--- src/rtl/supersonic_trigger_if.sv ---
// Handshake and sensor signals between the ranging initiator and its controller.
// The controller drives start/auto_en/echo and observes the trigger and status pulses.
interface supersonic_trigger_if;
    logic start;
    logic auto_en;
    logic echo;
    logic trigger;
    logic busy;
    logic done;
    logic no_echo;
    logic echo_stuck;

    modport master (
        output start, auto_en, echo,
        input  trigger, busy, done, no_echo, echo_stuck
    );

    modport slave (
        input  start, auto_en, echo,
        output trigger, busy, done, no_echo, echo_stuck
    );
endinterface

--- src/rtl/supersonic_trigger.sv ---
// Ultrasonic ranging initiator: trigger pulse, echo rise/fall supervision with
// timeouts, and a fixed holdoff after every attempt. One shared cycle counter.
module supersonic_trigger #(
    parameter int TRIG_CYCLES      = 500,
    parameter int ECHO_WAIT_CYCLES = 50000,
    parameter int ECHO_MAX_CYCLES  = 1900000,
    parameter int HOLDOFF_CYCLES   = 2500000,
    parameter int CNT_W            = 22
) (
    input logic                clk,
    input logic                rst_n,
    supersonic_trigger_if.slave bus
);

    typedef enum logic [2:0] {
        IDLE,
        TRIG,
        WAIT_RISE,
        WAIT_FALL,
        HOLDOFF
    } state_t;

    localparam logic [CNT_W-1:0] TRIG_LAST    = CNT_W'(TRIG_CYCLES - 1);
    localparam logic [CNT_W-1:0] WAIT_LAST    = CNT_W'(ECHO_WAIT_CYCLES - 1);
    localparam logic [CNT_W-1:0] MAX_LAST     = CNT_W'(ECHO_MAX_CYCLES - 1);
    localparam logic [CNT_W-1:0] HOLDOFF_LAST = CNT_W'(HOLDOFF_CYCLES - 1);

    state_t             state, next_state;
    logic [CNT_W-1:0]   cnt;
    logic               s1, s2, s3;
    logic               rise, fall;
    logic               start_pend;
    logic               clr_pend;
    logic               done_next, no_echo_next, stuck_next;

    // s1/s2 resolve metastability on the asynchronous pad; s3 is edge history.
    // NOTE: clocked state uses non-blocking assignments so every flop samples
    // pre-edge values and the synchronizer chain shifts by exactly one stage.
    always_ff @(posedge clk or negedge rst_n) begin
        if (!rst_n) begin
            s1 <= 1'b0;
            s2 <= 1'b0;
            s3 <= 1'b0;
        end else begin
            s1 <= bus.echo;
            s2 <= s1;
            s3 <= s2;
        end
    end

    assign rise = s2 & ~s3;
    assign fall = ~s2 & s3;

    // NOTE: every output of this block gets a default first, so no path can
    // leave a signal unassigned and infer a latch.
    always_comb begin
        next_state   = state;
        clr_pend     = 1'b0;
        done_next    = 1'b0;
        no_echo_next = 1'b0;
        stuck_next   = 1'b0;
        unique case (state)
            IDLE: begin
                if (bus.start || start_pend || bus.auto_en) begin
                    next_state = TRIG;
                    clr_pend   = 1'b1;
                end
            end
            TRIG: begin
                if (cnt == TRIG_LAST) next_state = WAIT_RISE;
            end
            WAIT_RISE: begin
                if (rise) begin
                    next_state = WAIT_FALL;
                end else if (cnt == WAIT_LAST) begin
                    no_echo_next = 1'b1;
                    next_state   = HOLDOFF;
                end
            end
            WAIT_FALL: begin
                // A fall coinciding with the timeout is still a valid echo.
                if (fall) begin
                    done_next  = 1'b1;
                    next_state = HOLDOFF;
                end else if (cnt == MAX_LAST) begin
                    stuck_next = 1'b1;
                    next_state = HOLDOFF;
                end
            end
            HOLDOFF: begin
                if (cnt == HOLDOFF_LAST) next_state = IDLE;
            end
            default: next_state = IDLE;
        endcase
    end

    always_ff @(posedge clk or negedge rst_n) begin
        if (!rst_n) begin
            state      <= IDLE;
            cnt        <= '0;
            start_pend <= 1'b0;
            bus.trigger    <= 1'b0;
            bus.busy       <= 1'b0;
            bus.done       <= 1'b0;
            bus.no_echo    <= 1'b0;
            bus.echo_stuck <= 1'b0;
        end else begin
            state <= next_state;
            // Counter restarts on every state change and idles at zero.
            if (next_state != state || state == IDLE) cnt <= '0;
            else                                      cnt <= cnt + 1'b1;
            if (clr_pend)                          start_pend <= 1'b0;
            else if (bus.start && state != IDLE)   start_pend <= 1'b1;
            bus.trigger    <= (next_state == TRIG);
            bus.busy       <= (next_state != IDLE);
            bus.done       <= done_next;
            bus.no_echo    <= no_echo_next;
            bus.echo_stuck <= stuck_next;
        end
    end

endmodule
--- src/flat_wrapper.sv ---
// flat-port wrapper written by rule: the top's interface ports become plain ports
module supersonic_trigger_flat 
#(
    parameter int TRIG_CYCLES      = 500,
    parameter int ECHO_WAIT_CYCLES = 50000,
    parameter int ECHO_MAX_CYCLES  = 1900000,
    parameter int HOLDOFF_CYCLES   = 2500000,
    parameter int CNT_W            = 22
)
  (clk, rst_n, bus_start, bus_auto_en, bus_echo, bus_trigger, bus_busy, bus_done, bus_no_echo, bus_echo_stuck);
  supersonic_trigger_if bus_i ();
  input logic clk;
  input logic rst_n;
  input wire logic [$bits(bus_i.start)-1:0] bus_start;
  input wire logic [$bits(bus_i.auto_en)-1:0] bus_auto_en;
  input wire logic [$bits(bus_i.echo)-1:0] bus_echo;
  output wire logic [$bits(bus_i.trigger)-1:0] bus_trigger;
  output wire logic [$bits(bus_i.busy)-1:0] bus_busy;
  output wire logic [$bits(bus_i.done)-1:0] bus_done;
  output wire logic [$bits(bus_i.no_echo)-1:0] bus_no_echo;
  output wire logic [$bits(bus_i.echo_stuck)-1:0] bus_echo_stuck;
  assign bus_i.start = bus_start;
  assign bus_i.auto_en = bus_auto_en;
  assign bus_i.echo = bus_echo;
  assign bus_trigger = bus_i.trigger;
  assign bus_busy = bus_i.busy;
  assign bus_done = bus_i.done;
  assign bus_no_echo = bus_i.no_echo;
  assign bus_echo_stuck = bus_i.echo_stuck;
  supersonic_trigger #(.TRIG_CYCLES(TRIG_CYCLES), .ECHO_WAIT_CYCLES(ECHO_WAIT_CYCLES), .ECHO_MAX_CYCLES(ECHO_MAX_CYCLES), .HOLDOFF_CYCLES(HOLDOFF_CYCLES), .CNT_W(CNT_W)) u_core (.clk(clk), .rst_n(rst_n), .bus(bus_i));
endmodule
--- config.mk ---
export PLATFORM = sky130hd
export DESIGN_NAME = supersonic_trigger_flat
export DESIGN_NICKNAME = d
export VERILOG_FILES = /design/src/rtl/supersonic_trigger_if.sv /design/src/rtl/supersonic_trigger.sv /design/src/flat_wrapper.sv
export SDC_FILE = /design/constraint.sdc
export NUM_CORES = 1
export LEC_CHECK = 0
export ABC_AREA = 0
export ABC_CLOCK_PERIOD_IN_PS = 1900
export BUFFER_PORTS_ARGS = -buffer_cell sky130_fd_sc_hd__clkbuf_2
export CORE_MARGIN = 3
export CORE_UTILIZATION = 50
export DETAILED_ROUTE_END_ITERATION = 10
export PLACE_DENSITY = 0.8
export SLEW_MARGIN = 40
export SYNTH_ARGS = -nofsm -noshare
export SYNTH_HDL_FRONTEND = slang
export SYNTH_SLANG_ARGS = --single-unit
--- constraint.sdc ---
create_clock -name clk -period 1.9 [get_ports clk]
set_input_delay 0.19 -clock clk [delete_from_list [all_inputs] [get_ports clk]]
set_output_delay 0.19 -clock clk [all_outputs]
set_load 0.02 [all_outputs]
==> results.ini <==
[die]
die-area_um2=4360
die_w_um=66.1
initial_core_util=0.528
die_h_um=66.1
num_io_pins=10
fp-row-count=21
core_um2=3420

[yosys]
syn_area_per_cell_um2=10.1
synthFlopType=dfrtp_1
synth_area_um2=1800
syn-num-nets=184
async_flop_share=1.00
synth-edff-count=0
syn_inst=178
synthTopCellsByCount=34 x dfrtp_1, 29 x nor2_1, 13 x xor2_1
synth_largest_type_area_fraction=0.472
synthDistinctLibCells=46
synthMostInstantiatedCell=dfrtp_1
synth_top_area_cell=dfrtp_1
ys.warnings.count=0
synthTopCellsByArea=dfrtp_1 47%, xor2_1 6.3%, nor2_1 6.0%
ys_seq_area_frac=0.472
ys_ff_latch=34

[run]
maxCapViolCount=0

[cells_and_area]
stdcell_count=266
drive_gt1_frac=0.332
seq_area_um2=852
nNetsFinal=225
n_fill_cell=271
top_register=u_core.cnt
antenna_cells=0
stdcell_area_um2=2280
syn_to_final_growth_pct=26.2
fin_util=0.666
reg.largest.list=u_core.cnt (22), u_core.state (3)
multiInputGateArea_um2=973
largest_reg_flops=22

[hold_path]
min_to=u_core.start_pend
min_from=bus_start
worstHoldPathCells=2
hold_path_class=primary input to register

[setup_path]
r2r_setup_slack_ps=-70
worst_setup_path_start_kind=register
r2r_start=u_core.cnt[14]
worstPathCellList=nand3_1 -> nor4_1 -> a21oi_1 -> o32ai_4 -> buf_6 -> nor2_1
worstPathArrival_ps=2220
crit_type=register to register
r2r_cells=6
crit_path_end_kind=register
cp_max_fo=7
required_ps=2140
r2r_end=u_core.cnt[15]
slowest_delay_ps=560
critPathSlowestCell=nor4_1

[power_and_ir_drop]
p_comb_frac=0.028
p_clk_frac=0.357
p_int_uw=918
power_switching_uw=268
power_frac_seq=0.615
power_density_nw_per_um2=521
irDropWorstVdd_v=0.000494
p_sw_frac=0.226
p_leak_nw=1.01

[clock_network]
clock_path_buffers=2
clock-sinks=34
clkLatencyLatePin_ps=340
cts_tree=yes
numCtsBuffers=5
clk_pin_slew_ps=100
h-tree-depth=2
clockRootBuffer=clkbuf_4

[detailed_routing]
vias_per_cell=5.74
drc=0
wl_per_cell_um=15.7
finalWirelength_um=4170
num_vias=1526
drt-pass1-iter-count=4
drtIter0Drc=61
ant_nets=0

[run_status]
status=finished, violations left
violations=setup timing

[global_routing]
grt_pass1_vias=1477
grt_pass1_wl_um=6860
track_usage=0.212
grt_max_degree=35
grt-ovfl-total=0
antenna_found_initial=0

[placement]
port_buffers=9
place_hpwl_um=3000
globalplace.congestion=0.978
dp.cells=253
place_area_um2=2070

[timing]
hold_ws_ps=88.6
setup_slack_ps=-73.5
fin_crit_sh=1.04
hold_viol=0
finalCriticalPeriod_ps=1970
setup_viol=24
worstMarginPinSlew_ps=549
rsz0062_at_grt=true
slew_headroom=0.631
skew_ps=8.03
slew_viol_final=0
fmax_mhz=507

[per-layer routing]
metal,vias up,global-route usage,part of all wire
li1,725,-,-
met1,739,0.277,0.44
met2,51,0.329,0.48
met3,11,0.0476,0.049
met4,0,0.107,0.026
met5,-,0,0
[cells in the final DEF, fill, tap and decap left out, types with 2 or more instances in the layout]
cell type      count
inv_1              4
and3_1             4
xnor2_1            7
and4b_1            2
nand2b_1           4
nor2_4             2
dfrtp_1           33
nand2_1           11
nor4_1             5
dlygate4sd3_1      2
buf_4             25
a21o_1             2
nor2_2             9
and4_1             3
nor3_1             4
a211oi_1           2
nand3_1           10
nand4_1            7
nor2_1            18
clkbuf_4           5
nand4b_1           2
buf_6              3
xor2_1            13
clkbuf_2           8
[through the flow]
stage	power (mW)	setup slack (ps)	TNS [ps]
floorplan	0.746	-28.7	-566
global placement	0.765	-44.0	-854
detailed placement	0.766	-109	-1850
CTS	1.19	-44.0	-642
global route	1.24	-169	-3580
finish	1.19	-73.5	-1390
[cells by family after synthesis]
logic type	synth area share
AO/OA/AOI/OAI	0.0777
XOR/XNOR	0.0972
adder cells (fa/ha/maj)	0.00694
buffers and inverters	0.0298
flip-flops	0.472
AND/OR/NAND/NOR	0.316
[layout make-up]
class | instances | share of cell area
Multi-Input combinational cell | 134 | 0.428
Inverter | 4 | 0.00660
Tap cell | 46 | 0.0253
Clock buffer | 6 | 0.0225
Sequential cell | 34 | 0.374
Timing Repair Buffer | 40 | 0.138
Clock inverter | 2 | 0.00550
[worst max-delay path: cells and delay by family (launching register included)]
family                 cells  cell delay, ps
and+or+nand+nor            3             800
buffers and inverters      1             200
DFF                        1             420
AOI/OAI and AO/OA          2             450
[power by group through the flow]
| stage | Combinational [mW] | Sequential [mW] | Clock, mW |
|---|---|---|---|
| 6_report | 0.0333 | 0.728 | 0.424 |
| 5_1_grt | 0.0369 | 0.729 | 0.469 |
| 4_1_cts | 0.0269 | 0.728 | 0.436 |
| 3_5_place_dp | 0.0235 | 0.743 | 0 |
| 3_3_place_gp | 0.0224 | 0.742 | 0 |
| 2_1_floorplan | 0.00384 | 0.742 | 0 |
[repair_timing]
action	in CTS	in global routing
endpoints found under the hold margin	35	0
cloned	1	0
gates resized for setup	12	12
endpoints found under the setup margin	25	26
setup buffers	1	0
hold buffers	2	0
pin swaps	10	1
[how the worst max path moves through the flow]
stage / slack (ps) / endpoint / cells past startpoint / startpoint
floorplan: -30 / u_core.cnt[10] / 6 / u_core.cnt[13]
finish: -70 / u_core.cnt[15] / 6 / u_core.cnt[14]
CTS: -40 / u_core.cnt[11] / 6 / u_core.cnt[13]
global route: -170 / u_core.cnt[19] / 6 / u_core.cnt[14]
global placement: -40 / u_core.cnt[2] / 6 / u_core.cnt[13]
detailed placement: -110 / u_core.bus.busy / 6 / u_core.cnt[13]
Power figures use the tool's default switching activity.
